File: src/rtl/sign_narrow.sv
// rtl/sign_narrow.sv - narrows signed IN_W results to signed OUT_W (saturate or wrap)
// with a valid/ready output register, 2-entry skid buffer and sticky overflow counter.
module sign_narrow #(
  parameter int IN_W  = 6,
  parameter int OUT_W = 4,
  parameter int CNT_W = 8
) (
  input  logic             CLK,
  input  logic             RST_N,
  input  logic             VALID_I,
  output logic             READY_O,
  input  logic [IN_W-1:0]  DATA_I,
  input  logic             MODE_I,
  output logic             VALID_O,
  input  logic             READY_I,
  output logic [OUT_W-1:0] DATA_O,
  output logic             OVF_O,
  output logic [CNT_W-1:0] OVF_CNT_O,
  input  logic             CLR_CNT_I
);

  typedef enum logic [1:0] {EMPTY, FULL, SKID} state_t;

  localparam logic [CNT_W-1:0] CNT_MAX = '1;

  state_t                state, state_nxt;
  logic [IN_W-OUT_W:0]   top_bits;
  logic                  ovf;
  logic [OUT_W-1:0]      narrow;
  logic                  accept, emit;
  logic                  load_or_in, load_or_sk, load_sk;
  logic [OUT_W-1:0]      sk_data;
  logic                  sk_ovf;

  // In range exactly when the dropped bits all replicate the new sign bit.
  assign top_bits = DATA_I[IN_W-1:OUT_W-1];
  assign ovf      = ~((&top_bits) | ~(|top_bits));

  always_comb begin
    narrow = DATA_I[OUT_W-1:0];
    if (ovf && !MODE_I) begin
      narrow = DATA_I[IN_W-1] ? {1'b1, {(OUT_W-1){1'b0}}} : {1'b0, {(OUT_W-1){1'b1}}};
    end
  end

  assign accept = VALID_I & READY_O;
  assign emit   = VALID_O & READY_I;

  always_comb begin
    state_nxt  = state;
    load_or_in = 1'b0;
    load_or_sk = 1'b0;
    load_sk    = 1'b0;
    case (state)
      EMPTY: begin
        if (accept) begin
          load_or_in = 1'b1;
          state_nxt  = FULL;
        end
      end
      FULL: begin
        if (accept && emit) begin
          load_or_in = 1'b1;
        end else if (accept) begin
          load_sk   = 1'b1;
          state_nxt = SKID;
        end else if (emit) begin
          state_nxt = EMPTY;
        end
      end
      SKID: begin
        if (emit) begin
          load_or_sk = 1'b1;
          state_nxt  = FULL;
        end
      end
      default: state_nxt = EMPTY;
    endcase
  end

  // READY_O/VALID_O are registered from the next state so neither
  // depends combinationally on READY_I.
  always_ff @(posedge CLK or negedge RST_N) begin
    if (!RST_N) begin
      state   <= EMPTY;
      READY_O <= 1'b1;
      VALID_O <= 1'b0;
      DATA_O  <= '0;
      OVF_O   <= 1'b0;
      sk_data <= '0;
      sk_ovf  <= 1'b0;
    end else begin
      state   <= state_nxt;
      READY_O <= (state_nxt != SKID);
      VALID_O <= (state_nxt != EMPTY);
      if (load_or_in) begin
        DATA_O <= narrow;
        OVF_O  <= ovf;
      end else if (load_or_sk) begin
        DATA_O <= sk_data;
        OVF_O  <= sk_ovf;
      end
      if (load_sk) begin
        sk_data <= narrow;
        sk_ovf  <= ovf;
      end
    end
  end

  // Counter counts at accept; a clear coinciding with an overflow leaves 1.
  always_ff @(posedge CLK or negedge RST_N) begin
    if (!RST_N) begin
      OVF_CNT_O <= '0;
    end else if (accept && ovf) begin
      if (CLR_CNT_I) begin
        OVF_CNT_O <= {{(CNT_W-1){1'b0}}, 1'b1};
      end else if (OVF_CNT_O != CNT_MAX) begin
        OVF_CNT_O <= OVF_CNT_O + 1'b1;
      end
    end else if (CLR_CNT_I) begin
      OVF_CNT_O <= '0;
    end
  end

endmodule

File: config.mk
export PLATFORM = sky130hd
export DESIGN_NAME = sign_narrow
export DESIGN_NICKNAME = d
export VERILOG_FILES = /design/src/rtl/sign_narrow.sv
export SDC_FILE = /design/constraint.sdc
export NUM_CORES = 1
export LEC_CHECK = 0
export CAP_MARGIN = 20
export CORE_AREA = 10 10 66 68
export CTS_BUF_LIST = sky130_fd_sc_hd__clkbuf_4 sky130_fd_sc_hd__clkbuf_8 sky130_fd_sc_hd__clkbuf_16
export CTS_CLUSTER_DIAMETER = 60
export CTS_CLUSTER_SIZE = 16
export DETAILED_ROUTE_END_ITERATION = 12
export DIE_AREA = 0 0 76 78
export SYNTH_ARGS = -nofsm -noshare
export SYNTH_HDL_FRONTEND = slang
export SYNTH_SLANG_ARGS = --single-unit
File: constraint.sdc
create_clock -name CLK -period 2.45 [get_ports CLK]
set_input_delay 0.735 -clock CLK [delete_from_list [all_inputs] [get_ports CLK]]
set_output_delay 0.735 -clock CLK [all_outputs]
set_load 0.005 [all_outputs]
==> impl_metrics.tcl, run 1 <==
set metrics [dict create \
    status "completed" \
    r2r_slack_ns 0.71 \
    ys_seq_area_share_pct 46.5 \
    die_w_um 76 \
    htreeDepth 1 \
    ys.warnings.count 0 \
    syn_avg_cell_area_um2 8.93 \
    hold_slack_ns 0.494 \
    fmax_ghz 0.475 \
    synth-seq-cells 22 \
    period_needed_ns 2.11 \
    r2r_cells 4 \
    drt-initial-drc-count 54 \
    worstHoldEndpoint "sk_data[1]$_DFFE_PN0P_" \
    grt_pass1_wl_um 5310 \
    arrival_ns 2.34 \
    cts_buffers 3 \
    maxCapViolations 0 \
    max_slew_margin_pct 65.6 \
    drcViolationCount 0 \
    setup_violations 0 \
    cts_tree "done" \
    worst_clock_skew_ns 0.00195 \
    rows 21 \
    syn_area_um2 1190 \
    fin_util_pct 49.7 \
    holdPathStages 2 \
    grt_usage_pct 10.5 \
    grt_max_degree 23 \
    critPathKind "primary input to register" \
    vdd_drop_max_mv 0.357 \
    core_um2 3180 \
    dieHeight_um 78 \
    required_ns 2.69 \
    area_delta_synth_final_pct 33.0 \
    ys_types 34 \
    clkTransAtPathRegs_ns 0.12 \
    post_cts_buffers 0 \
    worst_hold_path_type "register to register" \
    final-hold-violation-count 0 \
    finalCritPeriodShare_pct 85.9 \
    first_pass_iters 4 \
    antenna_left 0 \
    hold_start "sk_data[1]$_DFFE_PN0P_" \
    clock_path_buffers 2 \
    io_pins 27 \
    syn_inst 133 \
    hpwl_um 2300 \
    gp_congestion 0.778 \
    slew_violations 0 \
    rsz0062_at_grt "false" \
    fin_nets 181 \
    dp_cells 209 \
    avgViaCountPerCell 5.00 \
    cts_root_buffer "clkbuf_4" \
    final_common_cell "clkdlybuf4s50_1" \
    io_buffers 26 \
    grt_antenna_before_repair 0 \
    syn_nets 146 \
    finalPower_mw 1.25 \
    worst_setup_path_end_kind "register" \
    power.density_nw_per_um2 794 \
    holdBufCountCts 0 \
    final_cells 213 \
    ctsResizeCount 0 \
    start_util_pct 37.3 \
    antennaDiodeCount 0 \
    power.leakage_nw 0.652 \
    tightestPinTransition_ns 0.512 \
    gr-total-overflow 0 \
    vias 1066 \
    rr_startpoint "READY_O$_DFF_PN1_" \
    timing.rr.end "OVF_CNT_O[4]$_DFFE_PN0P_" \
    grt_pass1_vias 1189 \
    final_cell_mix "26 x clkdlybuf4s50_1, 21 x dfrtp_1, 16 x nor2_1" \
    routed_wl_um 2840 \
    cp_max_fo 6 \
    drive_gt1_share_pct 12.0 \
    critPathLaunchType "primary input" \
    clock_sink_count 22 \
    clk_latency_ns 0.30 \
    timing.setup.tns_ns 0 \
    die_area_um2 5930 \
    post_drt_wl_per_cell_um 13.3 \
]
layout make-up:
class	count	area [µm²]
Fill cell	301	1600
Multi-Input combinational cell	98	579
Sequential cell	22	552
Timing Repair Buffer	34	320
Tap cell	46	57.6
Clock buffer	4	36.3
Inverter	9	33.8
worst max-delay path by stage:
stage	start	to	slack [ns]	depth (start not counted)
2_1_floorplan	DATA_I[3]	OVF_CNT_O[5]$_DFFE_PN0P_	0.40	5
6_report	DATA_I[4]	OVF_CNT_O[4]$_DFFE_PN0P_	0.34	5
4_1_cts	READY_O$_DFF_PN1_	READY_O	0.32	1
5_1_grt	VALID_I	OVF_CNT_O[6]$_DFFE_PN0P_	0.20	6
3_3_place_gp	VALID_I	OVF_CNT_O[6]$_DFFE_PN0P_	0.04	6
3_5_place_dp	VALID_I	OVF_CNT_O[5]$_DFFE_PN0P_	0.01	5
critical path, cell delays in order:
cell and delay (ns):
clkdlybuf4s50_1 0.56, nor3_1 0.13, or3_4 0.41, or3_1 0.35, a21oi_1 0.14
registers in the layout, indices dropped and copies added (netlist names):
name	count
sk_ovf	1
VALID_O	1
DATA_O	4
state	2
READY_O	1
sk_data	4
OVF_O	1
OVF_CNT_O	8
power by group:
group	switching, mW	internal (mW)	leakage, nW
Clock	0.111	0.0906	0.0210
Sequential	0.0834	0.485	0.282
Combinational	0.213	0.272	0.349
Total	0.407	0.847	0.652
through the flow:
step | cell area (µm²) | worst slack, ns
finish | 1580 | 0.345
global route | 1580 | 0.196
CTS | 1580 | 0.320
detailed placement | 1540 | 0.0109
global placement | 1540 | 0.0360
floorplan | 1190 | 0.405
layer usage:
| layer | routed length [µm] | track usage, % |
|---|---|---|
| met5 | 0 | 0 |
| met4 | 28 | 4.55 |
| met3 | 124 | 2.88 |
| met2 | 1420 | 17.8 |
| met1 | 1270 | 12.2 |
synthesized netlist by cell type, drive strengths merged:
cell type  count  area (µm²)
nor2b          7        43.8
nand2         14        52.6
or3b           1        8.76
nand3          2        10.0
dfstp          1        26.3
or3            3        23.8
o22ai          1        6.26
a21oi          7        35.0
and2           2        12.5
dfrtp         21         526
or2            1        6.26
nand4          2        12.5
nor4           4        31.3
nor3           3        15.0
nand2b         2        12.5
o21ai         14        70.1
and4           1        8.76
buf            1        11.3
ha             1        12.5
a221o          2        20.0
and3           2        17.5
inv            9        33.8
o41ai          1        8.76
nor3b          1        7.51
a311oi         1        8.76
nor2          16        60.1
mux2i          2        20.0
clkbuf         3        11.3
mux2           1        11.3
a21boi         1        11.3
o221ai         6        52.6
kinds of logic after synthesis:
kind of cell | share of synthesized area [%]
simple gates | 27.2
compound gates | 17.9
flops | 46.5
buf+inv | 4.74
mux | 2.63
fa+ha+maj | 1.05
Power figures use the tool's default switching activity.
==> inputs of run 2 (changes only) <==
- CORE_AREA: 10 10 66 68 -> 10 10 61 63
- DIE_AREA: 0 0 76 78 -> 0 0 71 73
- PLACE_DENSITY: not set -> 0.75
- SKIP_CTS_REPAIR_TIMING: not set -> 1
==> impl_metrics.tcl, run 2 (same netlist as run 1, synthesis figures left out) <==
set metrics [dict create \
    hpwl_um 2270 \
    critPathBufInv 1 \
    required_ns 2.69 \
    status "completed" \
    fin_util_pct 60.0 \
    slowest_stage "clkdlybuf4s50_1" \
    final-hold-violation-count 0 \
    avgViaCountPerCell 5.78 \
    final_cell_mix "26 x clkdlybuf4s50_1, 21 x dfrtp_1, 16 x nor2_1" \
    hold_slack_ns 0.499 \
    power.leakage_nw 0.657 \
    slew_violations 0 \
    holdPathStages 2 \
    gr-total-overflow 0 \
    clk_latency_ns 0.31 \
    fmax_ghz 0.475 \
    gp_congestion 0.808 \
    cts_root_buffer "clkbuf_4" \
    multi_input_area_um2 579 \
    setup_violations 0 \
    crit_path_max_incr_delay_ns 0.48 \
    dp_slack_ns 0.00953 \
    dieHeight_um 73 \
    die_w_um 71 \
    vias 1151 \
    regMostFlops "OVF_CNT_O" \
    r2r_cells 4 \
    routed_wl_um 2900 \
    clock_sink_count 22 \
    critPathKind "primary input to register" \
    cp-startpoint "VALID_I" \
    post_drt_wl_per_cell_um 14.6 \
    io_pins 27 \
    max_slew_margin_pct 65.5 \
    fin_nets 182 \
    area_delta_synth_final_pct 32.0 \
    cp_max_fo 8 \
    seqCellArea_um2 552 \
    reg_top3 "OVF_CNT_O: 8 flops, DATA_O: 4 flops, sk_data: 4 flops" \
    worst_setup_path_end_kind "register" \
    drt-initial-drc-count 44 \
    tightestPinTransition_ns 0.513 \
    dp_cells 195 \
    worst_clock_skew_ns 0.00692 \
    grt_pass1_vias 1180 \
    worstHoldEndpoint "sk_ovf$_DFFE_PN0P_" \
    cts_tree "done" \
    antennaDiodeCount 0 \
    grt_usage_pct 11.4 \
    grt_antenna_before_repair 0 \
    final_cells 199 \
    finalPower_mw 1.26 \
    timing.setup.tns_ns 0 \
    drcViolationCount 0 \
    worst_hold_path_type "register to register" \
    maxCapViolations 0 \
    cts_buffers 3 \
    vdd_drop_max_mv 0.584 \
    fillers 231 \
    io_buffers 26 \
    final_common_cell "clkdlybuf4s50_1" \
    critPathLaunchType "primary input" \
    period_needed_ns 2.10 \
    power.density_nw_per_um2 804 \
    drive_gt1_share_pct 12.5 \
    timing.rr.end "OVF_CNT_O[4]$_DFFE_PN0P_" \
    arrival_ns 2.35 \
    first_pass_iters 4 \
    core_um2 2620 \
    path_cells "clkdlybuf4s50_1 > nand2_1 > or3_4 > or3_1 > a21oi_1" \
    rsz0062_at_grt "false" \
    placed_area_um2 1530 \
    antenna_left 0 \
    rows 19 \
    start_util_pct 45.4 \
    r2r_slack_ns 0.70 \
    layout_setup_ws_ns 0.347 \
    htreeDepth 1 \
    largest_reg_flops 8 \
    design_area_um2 1570 \
    clock_path_buffers 2 \
    grt_max_degree 23 \
    die_area_um2 5180 \
    path_delay_family "simple AND/OR/NAND/NOR gates" \
    grt_pass1_wl_um 5090 \
    finalCritPeriodShare_pct 85.8 \
    clkTransAtPathRegs_ns 0.13 \
    hold_start "sk_ovf$_DFFE_PN0P_" \
    rr_startpoint "READY_O$_DFF_PN1_" \
]
## run 2: cell count changes in the layout (fill, tap and decap cells not counted)
cell / change
buf_4: +1
## run 2: worst max path at each step
stage	end	cells past startpoint
2_1_floorplan	OVF_CNT_O[5]$_DFFE_PN0P_	5
3_3_place_gp	OVF_CNT_O[5]$_DFFE_PN0P_	5
3_5_place_dp	OVF_CNT_O[5]$_DFFE_PN0P_	5
4_1_cts	READY_O	1
5_1_grt	OVF_CNT_O[6]$_DFFE_PN0P_	6
6_report	OVF_CNT_O[4]$_DFFE_PN0P_	5
## run 2: final cells by class
type | instances | share of cell area, %
multi-input cells | 98 | 37.0
flip-flops and latches | 22 | 35.2
repair buffers | 35 | 20.9
well taps | 31 | 2.47
clock buffers | 4 | 2.31
inverters | 9 | 2.15
## run 2: power breakdown
part           total (mW)  internal [mW]  switching, mW
clock               0.203         0.0907          0.113
sequential          0.565          0.485         0.0803
combinational       0.492          0.273          0.220
total                1.26          0.848          0.413
## run 2: worst min-delay path, delay by kind of cell (launching register included)
family | cells | cell delay [ns]
DFF | 1 | 0.36
AOI/OAI and AO/OA | 1 | 0.06
and+or+nand+nor | 1 | 0.04
## run 2: metal layers
layer	up-vias	routed length, µm	track usage, %
li1	548	-	-
met1	563	1130	11.7
met2	31	1500	21.5
met3	9	203	3.67
met4	0	63	3.44
met5	-	0	0
==> inputs of run 3 (changes only) <==
==> constraint.sdc (replaced) <==
create_clock -name CLK -period 2.45 [get_ports CLK]
set_input_delay 0.245 -clock CLK [delete_from_list [all_inputs] [get_ports CLK]]
set_output_delay 0.245 -clock CLK [all_outputs]
set_load 0.005 [all_outputs]
==> impl_metrics.tcl, run 3 (same netlist as run 1, synthesis figures left out) <==
set metrics [dict create \
    cts_tree "done" \
    status "completed" \
    rsz0062_at_grt "false" \
    gp_congestion 0.750 \
    cp_max_fo 9 \
    slew_violations 0 \
    grt_usage_pct 11.2 \
    start_util_pct 45.4 \
    routed_wl_um 2860 \
    regMostFlops "OVF_CNT_O" \
    final_cell_mix "26 x clkdlybuf4s50_1, 21 x dfrtp_1, 16 x nor2_1" \
    timing.setup.tns_ns 0 \
    final-hold-violation-count 0 \
    area_delta_synth_final_pct 27.0 \
    vias 1085 \
    grt_pass1_wl_um 4860 \
    antenna_left 0 \
    die_w_um 71 \
    drive_gt1_share_pct 8.13 \
    power.leakage_nw 0.617 \
    first_pass_iters 4 \
    dieHeight_um 73 \
    core_um2 2620 \
    tightestPinTransition_ns 0.515 \
    critPathKind "register to register" \
    final_cells 191 \
    setup_violations 0 \
    critPathLaunchType "register" \
    grt_pass1_vias 1087 \
    worst_hold_path_type "primary input to asynchronous set/reset pin" \
    rows 19 \
    maxCapViolations 0 \
    hold_slack_ns 0.259 \
    die_area_um2 5180 \
    finalCritPeriodShare_pct 80.1 \
    clkTransAtPathRegs_ns 0.13 \
    final_common_cell "clkdlybuf4s50_1" \
    drt-initial-drc-count 102 \
    fin_nets 174 \
    power.density_nw_per_um2 823 \
    io_pins 27 \
    fin_util_pct 57.7 \
    max_slew_margin_pct 65.4 \
    multi_input_area_um2 579 \
    io_buffers 26 \
    worst_setup_path_end_kind "register" \
    finalPower_mw 1.24 \
    cts_root_buffer "clkbuf_4" \
    dp_cells 187 \
    fillers 236 \
    largest_reg_flops 8 \
    clk_latency_ns 0.31 \
    required_ns 2.65 \
    seqCellArea_um2 552 \
    avgViaCountPerCell 5.68 \
    htreeDepth 1 \
    arrival_ns 2.16 \
    clock_sink_count 22 \
    post_drt_wl_per_cell_um 15.0 \
    fmax_ghz 0.510 \
    grt_max_degree 23 \
    grt_antenna_before_repair 0 \
    antennaDiodeCount 0 \
    hpwl_um 2250 \
    reg_top3 "OVF_CNT_O: 8 flops, DATA_O: 4 flops, sk_data: 4 flops" \
    vdd_drop_max_mv 0.595 \
    cts_buffers 3 \
    drcViolationCount 0 \
    gr-total-overflow 0 \
    period_needed_ns 1.96 \
    worst_clock_skew_ns 0.00999 \
    clock_path_buffers 2 \
]
run 3: cell type report:
cell class              instances  area share, %
clock buffers                   4           2.41
flip-flops and latches         22           36.6
repair buffers                 27           17.8
well taps                      31           2.57
multi-input cells              98           38.4
inverters                       9           2.24
run 3: per-layer routing:
metal	GRT usage [%]	vias to the layer above	part of all wire [%]
met5	0	-	0
met2	21.0	22	52
met4	4.09	0	1.1
met3	3.13	5	5.3
met1	11.6	529	41
li1	-	529	-
run 3: path summary, 6_finish.rpt:
kind                                   startpoint                        to  slack [ns]  depth (start not counted)
setup / recovery                READY_O$_DFF_PN1_  OVF_CNT_O[5]$_DFFE_PN0P_        0.49                          4
hold / removal                              RST_N  OVF_CNT_O[1]$_DFFE_PN0P_        0.26                          2
setup reg to reg                READY_O$_DFF_PN1_  OVF_CNT_O[5]$_DFFE_PN0P_        0.49                          4
hold reg to reg            sk_data[2]$_DFFE_PN0P_     DATA_O[2]$_DFFE_PN0P_        0.51                          2
max in group asynchronous                   RST_N         READY_O$_DFF_PN1_        1.90                          2
min in group CLK           sk_data[2]$_DFFE_PN0P_     DATA_O[2]$_DFFE_PN0P_        0.51                          2
run 3: worst max-delay path, cell delays in order, from the launching register on:
cell	delay (ns)
dfstp_2	0.56
nand2_1	0.17
nor4_2	0.52
nor3b_1	0.26
mux2_2	0.35
run 3: through the flow:
stage                     worst slack (ns)  instance area [µm²]
final                                0.488                 1510
after global routing                 0.344                 1510
after CTS                            0.477                 1510
after detailed placement             0.228                 1470
after global placement               0.348                 1470
after floorplan                      0.679                 1190
run 3: where the power goes:
group / switching, mW / internal [mW]
sequential: 0.0839 / 0.485
clock: 0.111 / 0.0908
combinational: 0.217 / 0.253
